--- src/rtl/uart_tx_param.sv ---
// Parametrised UART transmitter: start, DATA_W data bits LSB first, optional parity, 1/2 stop bits.
// Define UART_TX_HOLD_EN to add a one-word holding register for gap-free back-to-back frames.
module uart_tx_param #(
   parameter int DATA_W       = 8,
   parameter int CLKS_PER_BIT = 20,
   parameter int CNT_W        = $clog2(CLKS_PER_BIT)
) (
   input  logic              clk,
   input  logic              rst,
   input  logic [DATA_W-1:0] tx_data,
   input  logic              tx_valid,
   output logic              tx_ready,
   input  logic [1:0]        parity_mode,
   input  logic              two_stop,
   output logic              tx,
   output logic              busy,
   output logic              frame_done
);

   typedef enum logic [2:0] {IDLE, START, DATA, PARITY, STOP} state_e;

   localparam logic [CNT_W-1:0] CNT_MAX = CNT_W'(CLKS_PER_BIT - 1);
   localparam logic [3:0]       IDX_MAX = 4'(DATA_W - 1);

   state_e            state_q, state_d;
   logic [CNT_W-1:0]  cnt_q, cnt_d;
   logic [3:0]        idx_q, idx_d;
   logic [DATA_W-1:0] shr_q, shr_d;
   logic              par_en_q, par_en_d;
   logic              par_q, par_d;
   logic              two_q, two_d;
   logic              stop2_q, stop2_d;
   logic              tx_q, tx_d;

   logic              bit_end, last_stop, accept, ld;
   logic [DATA_W-1:0] ld_data;
   logic [1:0]        ld_mode;
   logic              ld_two;

   assign bit_end    = (cnt_q == CNT_MAX);
   assign last_stop  = (state_q == STOP) && bit_end && (!two_q || stop2_q);
   assign accept     = tx_valid && tx_ready;
   assign frame_done = last_stop;
   assign busy       = (state_q != IDLE);
   assign tx         = tx_q;

`ifdef UART_TX_HOLD_EN
   logic              hold_full_q, hold_full_d;
   logic [DATA_W-1:0] hold_data_q, hold_data_d;
   logic [1:0]        hold_mode_q, hold_mode_d;
   logic              hold_two_q, hold_two_d;

   assign tx_ready = !hold_full_q && !rst;

   // A word accepted while idle or on the final stop cycle bypasses the holder.
   always_comb begin
      hold_full_d = hold_full_q;
      hold_data_d = hold_data_q;
      hold_mode_d = hold_mode_q;
      hold_two_d  = hold_two_q;
      ld          = 1'b0;
      ld_data     = tx_data;
      ld_mode     = parity_mode;
      ld_two      = two_stop;
      if (last_stop && hold_full_q) begin
         ld          = 1'b1;
         ld_data     = hold_data_q;
         ld_mode     = hold_mode_q;
         ld_two      = hold_two_q;
         hold_full_d = 1'b0;
      end else if (accept) begin
         if ((state_q == IDLE) || last_stop) begin
            ld = 1'b1;
         end else begin
            hold_full_d = 1'b1;
            hold_data_d = tx_data;
            hold_mode_d = parity_mode;
            hold_two_d  = two_stop;
         end
      end
   end

   always_ff @(posedge clk) begin
      if (rst) begin
         hold_full_q <= 1'b0;
         hold_data_q <= '0;
         hold_mode_q <= 2'b00;
         hold_two_q  <= 1'b0;
      end else begin
         hold_full_q <= hold_full_d;
         hold_data_q <= hold_data_d;
         hold_mode_q <= hold_mode_d;
         hold_two_q  <= hold_two_d;
      end
   end
`else
   assign tx_ready = (state_q == IDLE) && !rst;

   always_comb begin
      ld      = accept;
      ld_data = tx_data;
      ld_mode = parity_mode;
      ld_two  = two_stop;
   end
`endif

   always_comb begin
      state_d  = state_q;
      cnt_d    = ((state_q == IDLE) || bit_end) ? '0 : cnt_q + 1'b1;
      idx_d    = idx_q;
      shr_d    = shr_q;
      par_en_d = par_en_q;
      par_d    = par_q;
      two_d    = two_q;
      stop2_d  = stop2_q;
      case (state_q)
         IDLE:   ;
         START:  if (bit_end) begin
                    state_d = DATA;
                    idx_d   = 4'd0;
                 end
         DATA:   if (bit_end) begin
                    if (idx_q == IDX_MAX) begin
                       state_d = par_en_q ? PARITY : STOP;
                       stop2_d = 1'b0;
                    end else begin
                       idx_d = idx_q + 4'd1;
                       shr_d = shr_q >> 1;
                    end
                 end
         PARITY: if (bit_end) begin
                    state_d = STOP;
                    stop2_d = 1'b0;
                 end
         STOP:   if (bit_end) begin
                    if (two_q && !stop2_q) stop2_d = 1'b1;
                    else                   state_d = IDLE;
                 end
         default: state_d = IDLE;
      endcase
      // Loads only happen in IDLE or on the last stop cycle; parity is precomputed here.
      if (ld) begin
         state_d  = START;
         shr_d    = ld_data;
         par_en_d = (ld_mode == 2'b01) || (ld_mode == 2'b10);
         par_d    = (^ld_data) ^ (ld_mode == 2'b10);
         two_d    = ld_two;
         stop2_d  = 1'b0;
      end
      case (state_d)
         START:   tx_d = 1'b0;
         DATA:    tx_d = shr_d[0];
         PARITY:  tx_d = par_d;
         default: tx_d = 1'b1;
      endcase
   end

   always_ff @(posedge clk) begin
      if (rst) begin
         state_q  <= IDLE;
         cnt_q    <= '0;
         idx_q    <= 4'd0;
         shr_q    <= '0;
         par_en_q <= 1'b0;
         par_q    <= 1'b0;
         two_q    <= 1'b0;
         stop2_q  <= 1'b0;
         tx_q     <= 1'b1;
      end else begin
         state_q  <= state_d;
         cnt_q    <= cnt_d;
         idx_q    <= idx_d;
         shr_q    <= shr_d;
         par_en_q <= par_en_d;
         par_q    <= par_d;
         two_q    <= two_d;
         stop2_q  <= stop2_d;
         tx_q     <= tx_d;
      end
   end

endmodule

--- config.mk ---
export PLATFORM = sky130hd
export DESIGN_NAME = uart_tx_param
export DESIGN_NICKNAME = d
export VERILOG_FILES = /design/src/rtl/uart_tx_param.sv
export SDC_FILE = /design/constraint.sdc
export NUM_CORES = 1
export LEC_CHECK = 0
export CORE_ASPECT_RATIO = 1.4
export CORE_MARGIN = 4
export CORE_UTILIZATION = 25
export DETAILED_ROUTE_END_ITERATION = 16
export PLACE_DENSITY_LB_ADDON = 0.12
export SLEW_MARGIN = 20
export SYNTH_ARGS = -nofsm -noshare
export SYNTH_HDL_FRONTEND = slang
export SYNTH_SLANG_ARGS = --single-unit
--- constraint.sdc ---
create_clock -name clk -period 2.3 [get_ports clk]
set_clock_uncertainty 0.05 [all_clocks]
set_input_delay 0.46 -clock clk [delete_from_list [all_inputs] [get_ports clk]]
set_output_delay 0.46 -clock clk [all_outputs]
set_load 0.02 [all_outputs]
; Word-level counts from Yosys, hierarchy flattened
; Index checks and enable logic that the tools add are counted.
[classes]
n_bitwise = 1
addsub = 2
reduce_logical = 23
n_eq_ne = 19
n_mux = 25
[ops]
columns = operator, n
row1 = two-way mux 8 bit, 4
row2 = two-way mux 3 bit, 8
row3 = one-hot mux 3 bit (5 select lines), 1
row4 = "inequality test 2 bit, second input constant", 7
row5 = "equality test 3 x 2 -> 1 bit, second input constant", 4
row6 = two-way mux 4 bit, 3
row7 = one-hot mux 4 bit (2 select lines), 1
row8 = parity 8 bit, 1
row9 = "equality test 3 x 1 -> 1 bit, second input constant", 2
row10 = two-way mux 1 bit, 6
row11 = one-hot mux 1 bit (3 select lines), 2
row12 = AND reduction 6 bit, 1
row13 = nonzero test 2 bit, 3
row14 = nonzero test 3 bit, 2
row15 = "adder 5 x 1 -> 5 bit, second input constant", 1
row16 = "equality test 5 bit, second input constant", 1
row17 = logical AND 1 bit, 5
row18 = "adder 4 x 1 -> 4 bit, second input constant", 1
row19 = "equality test 4 x 3 -> 1 bit, second input constant", 1
row20 = AND reduction 4 bit, 1
row21 = OR reduction 2 bit, 2
row22 = "equality test 3 bit, second input constant", 1
row23 = logical NOT 1 bit, 3
row24 = logical NOT 3 bit, 1
row25 = 6 further kinds, 8
[word_totals]
reg_bits = 25
output_inout_bits = 4
inputBits = 14

; Depth between registers and ports, before layout
[logic_depth]
ltp_word = 8
mapped_depth = 7
depth_no_buf = 7

; Worst setup path after synthesis
; No wires, ideal clock.
[synth_path]
path_kind = reg-to-output
startpoint = register cnt_q[0]
endpoint = output port frame_done
path_buffers = 0
path_stages_with_launch = 5
setup_slack_ns = 0.210
arrival_time_ns = 1.580
cell_sequence = dfxtp_1 > ha_1 > nor4bb_1 > nand3_1 > nor2_1
[synth_between]
elab_chain_cells = 3
[synth_rtl]
columns = element, line_no
row1 = "start, declared", 26  ; logic [CNT_W-1:0] cnt_q, cnt_d;
row2 = "start signal, assigned", 171  ; cnt_q <= cnt_d;
row3 = equality test 5 bit, 40  ; assign bit_end = (cnt_q == CNT_MAX);
row4 = logical AND 1 bit (2 in series), 41  ; assign last_stop = (state_q == STOP) && bit_end && (!two_q || stop2_q);
row5 = "end, declared", 17  ; output logic frame_done
; No other way between the ends.

; Worst setup path after layout
[layout_path]
startpoint = register state_q[0]
endpoint = output port busy
[layout_between]
elab_chain_cells = 1
[layout_rtl]
columns = element, line_no
row1 = "start, declared", 25  ; state_e state_q, state_d;
row2 = "start signal, assigned", 170  ; state_q <= state_d;
row3 = nonzero test 3 bit, 44  ; assign busy = (state_q != IDLE);
row4 = "end, declared", 16  ; output logic busy,
; No other way between the ends.

==> flow_summary_export.csv <==
group,metric,value,unit
outcome,outcome,"finished, final reports clean",
critical_path,critPathMaxFanout,5,
global_routing,first_global_vias,1076,
critical_path,endpoint_kind,"output pin",
global_routing,wire_length_of_the_first_global_routing_pass,4840,um
route,postRouteWirelength,2860,um
synth,synth_flop_cell,"dfxtp_1",
route,wl_per_cell,12.4,um
critical_path,crit_path_max_incr_delay,0.56,ns
synth,synth_top_cells_by_count,"dfxtp_1, nor2_1, nand2_1",
synth,synth.most_common_cell,"dfxtp_1",
finish,layout.cells.non_filler,230,
timing,finalSetupViolations,0,
clock_network,clk_latency,0.27,ns
clock_network,clock_tree.htree_level_count,1,
synth,post_synth_num_cell_types,42,
global_routing,grt_max_degree,21,
floorplan,initial_standard_cell_utilization_of_the_core,0.259,
power,leakage,0.000601,uW
synth,synth.ff_latch_count,25,
clock_network,clockRootBuffer,"clkbuf_8",
timing,setup_repair_after_global_routing_missed_its_margin,"false",
route,number_of_remaining_drc_errors,0,
finish,finalInstanceArea,1620,um2
placement,io_buffers,17,
timing,fmax,0.478,GHz
flow_run,timing.max_cap.violations,0,
route,via_count,1063,
synth,syn_area,1260,um2
route,drt_iter0_markers,33,
placement,post_dp_cell_area,1580,um2
power,power_per_cell_area,543,nW/um2
synth,ys_warn_count,0,
floorplan,design.core.area,4880,um2
global_routing,grtUsageTotal,0.101,
synth,synth-seq-area-share,0.396,
clock_network,clk_pin_slew_worst_setup_hold_paths,0.09,ns
timing,fin_worst_hold_slack,0.399,ns
critical_path,critical-path-slowest-cell,"clkdlybuf4s50_1",
floorplan,design.die.area,6270,um2
timing,worst_pin_slew,0.422,ns
power,vdd_ir_drop_max,0.230,mV
global_routing,initial_antenna_violation_count,0,
clock_network,max-clock-path-buffers,2,
synth,post_synthesis_instance_total,138,
finish,drive_above_1_share,0.151,
synth,synthArstFlopShare,0,
synth,synth-edff-count,0,
finish,area_growth,28.5,%
floorplan,floorplan.die.height,92.1,um
global_routing,globalRouteOverflowTotal,0,
route,drt.antenna.violating_nets,0,
synth,yosys.area.top_type_share,0.396,
timing,timing.setup.tns,0,ns
timing,timing_max_transition_violations_final,0,
timing,timing_hold_violations_final,0,
placement,place.gp.congestion,0.803,
critical_path,startpoint_type,"flip-flop",
floorplan,number_of_top_level_design_ports,18,
synth,postSynthNetCount,155,
clock_network,tritoncts_clock_tree,"yes",
placement,dp.cells,226,
timing,final_min_period_over_clock_period,0.910,
critical_path,critical_path_type,"reg -> out",
floorplan,die_width,68.1,um
critical_path,crit_chain,"or3_4, clkdlybuf4s50_1",
critical_path,cp.required,1.79,ns
clock_network,tritoncts.num_buffers,3,
finish,antenna_cells,0,
floorplan,row_cnt,30,
min_path,worst_hold_path_type,"reg -> reg",
clock_network,cts.sinks,25,
timing,finalWorstPathRequiredPeriod,2.09,ns
synth,postSynthAreaPerCell,9.16,um2
power,post-layout-total-power,882,uW
route,viasPerCell,4.62,
critical_path,worstPathArrival,1.58,ns
timing,timing.max_slew.rel_slack,0.715,
clock_network,holdBufCountCts,0,
synth,post_synth_main_area_contributors,"dfxtp_1, nor2_1, xnor2_1",
finish,nets,184,
placement,hpwl,2240,um
synth,synth_largest_area_cell,"dfxtp_1",
route,firstDrtPassIters,4,
[metal layers]
metal	part of all wire	wire (um)	up-vias	track usage
met5	0	0	-	0
met2	0.53	1510	16	0.177
met1	0.42	1210	501	0.109
met4	0.022	63	0	0.0498
li1	-	-	541	-
met3	0.028	80	5	0.0208
[sequential cells by signal, summed over array words and instances, names as in the netlist]
name and flops:
cnt_q 5, idx_q 4, par_en_q 1, par_q 1
shr_q 8, state_q 3, stop2_q 1, two_q 1
tx 1
[worst paths after layout]
kind	slack [ns]	from	end	cells after the start
setup / recovery	0.21	state_q[0]	busy	2
hold / removal	0.40	cnt_q[0]	cnt_q[0]	1
setup reg to reg	0.32	cnt_q[0]	tx	7
hold reg to reg	0.40	cnt_q[0]	cnt_q[0]	1
[through the flow]
stage | utilization | setup WS, ns
floorplan | - | 0.210
global placement | 0.324 | 0.0263
detailed placement | 0.324 | -0.0141
CTS | 0.333 | 0.0337
global route | 0.333 | 0.0682
finish | 0.333 | 0.208
[logic make-up (layout without fill, tap and decap cells)]
kind of cell / Yosys count / in the layout / share of synthesized area
AO/OA/AOI/OAI: 27 / 27 / 0.141
XOR/XNOR: 13 / 13 / 0.101
adder cells (fa/ha/maj): 3 / 3 / 0.0297
buffers and inverters: 9 / 37 / 0.0455
flip-flops: 25 / 25 / 0.396
multiplexers: 1 / 1 / 0.00792
AND/OR/NAND/NOR: 60 / 60 / 0.279
[what timing repair did]
item                                    in CTS  in global routing
gates resized for setup                      1                  3
setup buffers                                0                  0
endpoints found under the setup margin       1                  2
[critical path: cells and delay by family, from the launching register on]
family        cells  cell delay, ns
simple gates      1            0.41
buf+inv           1            0.56
flops             1            0.34
[cells in the final DEF, fill, tap and decap left out, types with 5 or more instances in the layout]
master           count
dfxtp_1             25
nor2_1              18
clkdlybuf4s50_1     15
nand2_1             13
buf_4               13
a21oi_1             10
xnor2_1              7
a22oi_1              6
xor2_1               5
[power breakdown]
| group | internal (uW) | switching [uW] | total [uW] |
|---|---|---|---|
| sequential | 450 | 10.3 | 460 |
| combinational | 87.4 | 71.4 | 159 |
| clock | 124 | 139 | 263 |
| total | 661 | 221 | 882 |
[layout make-up]
class | count | area (um2)
inverter | 2 | 7.51
fill | 522 | 3260
multi-input combinational | 104 | 706
clock buffer | 4 | 45.0
tap | 64 | 80.1
sequential | 25 | 500
timing repair buffer | 31 | 285
Note: power is estimated with default switching activity, not from simulation.
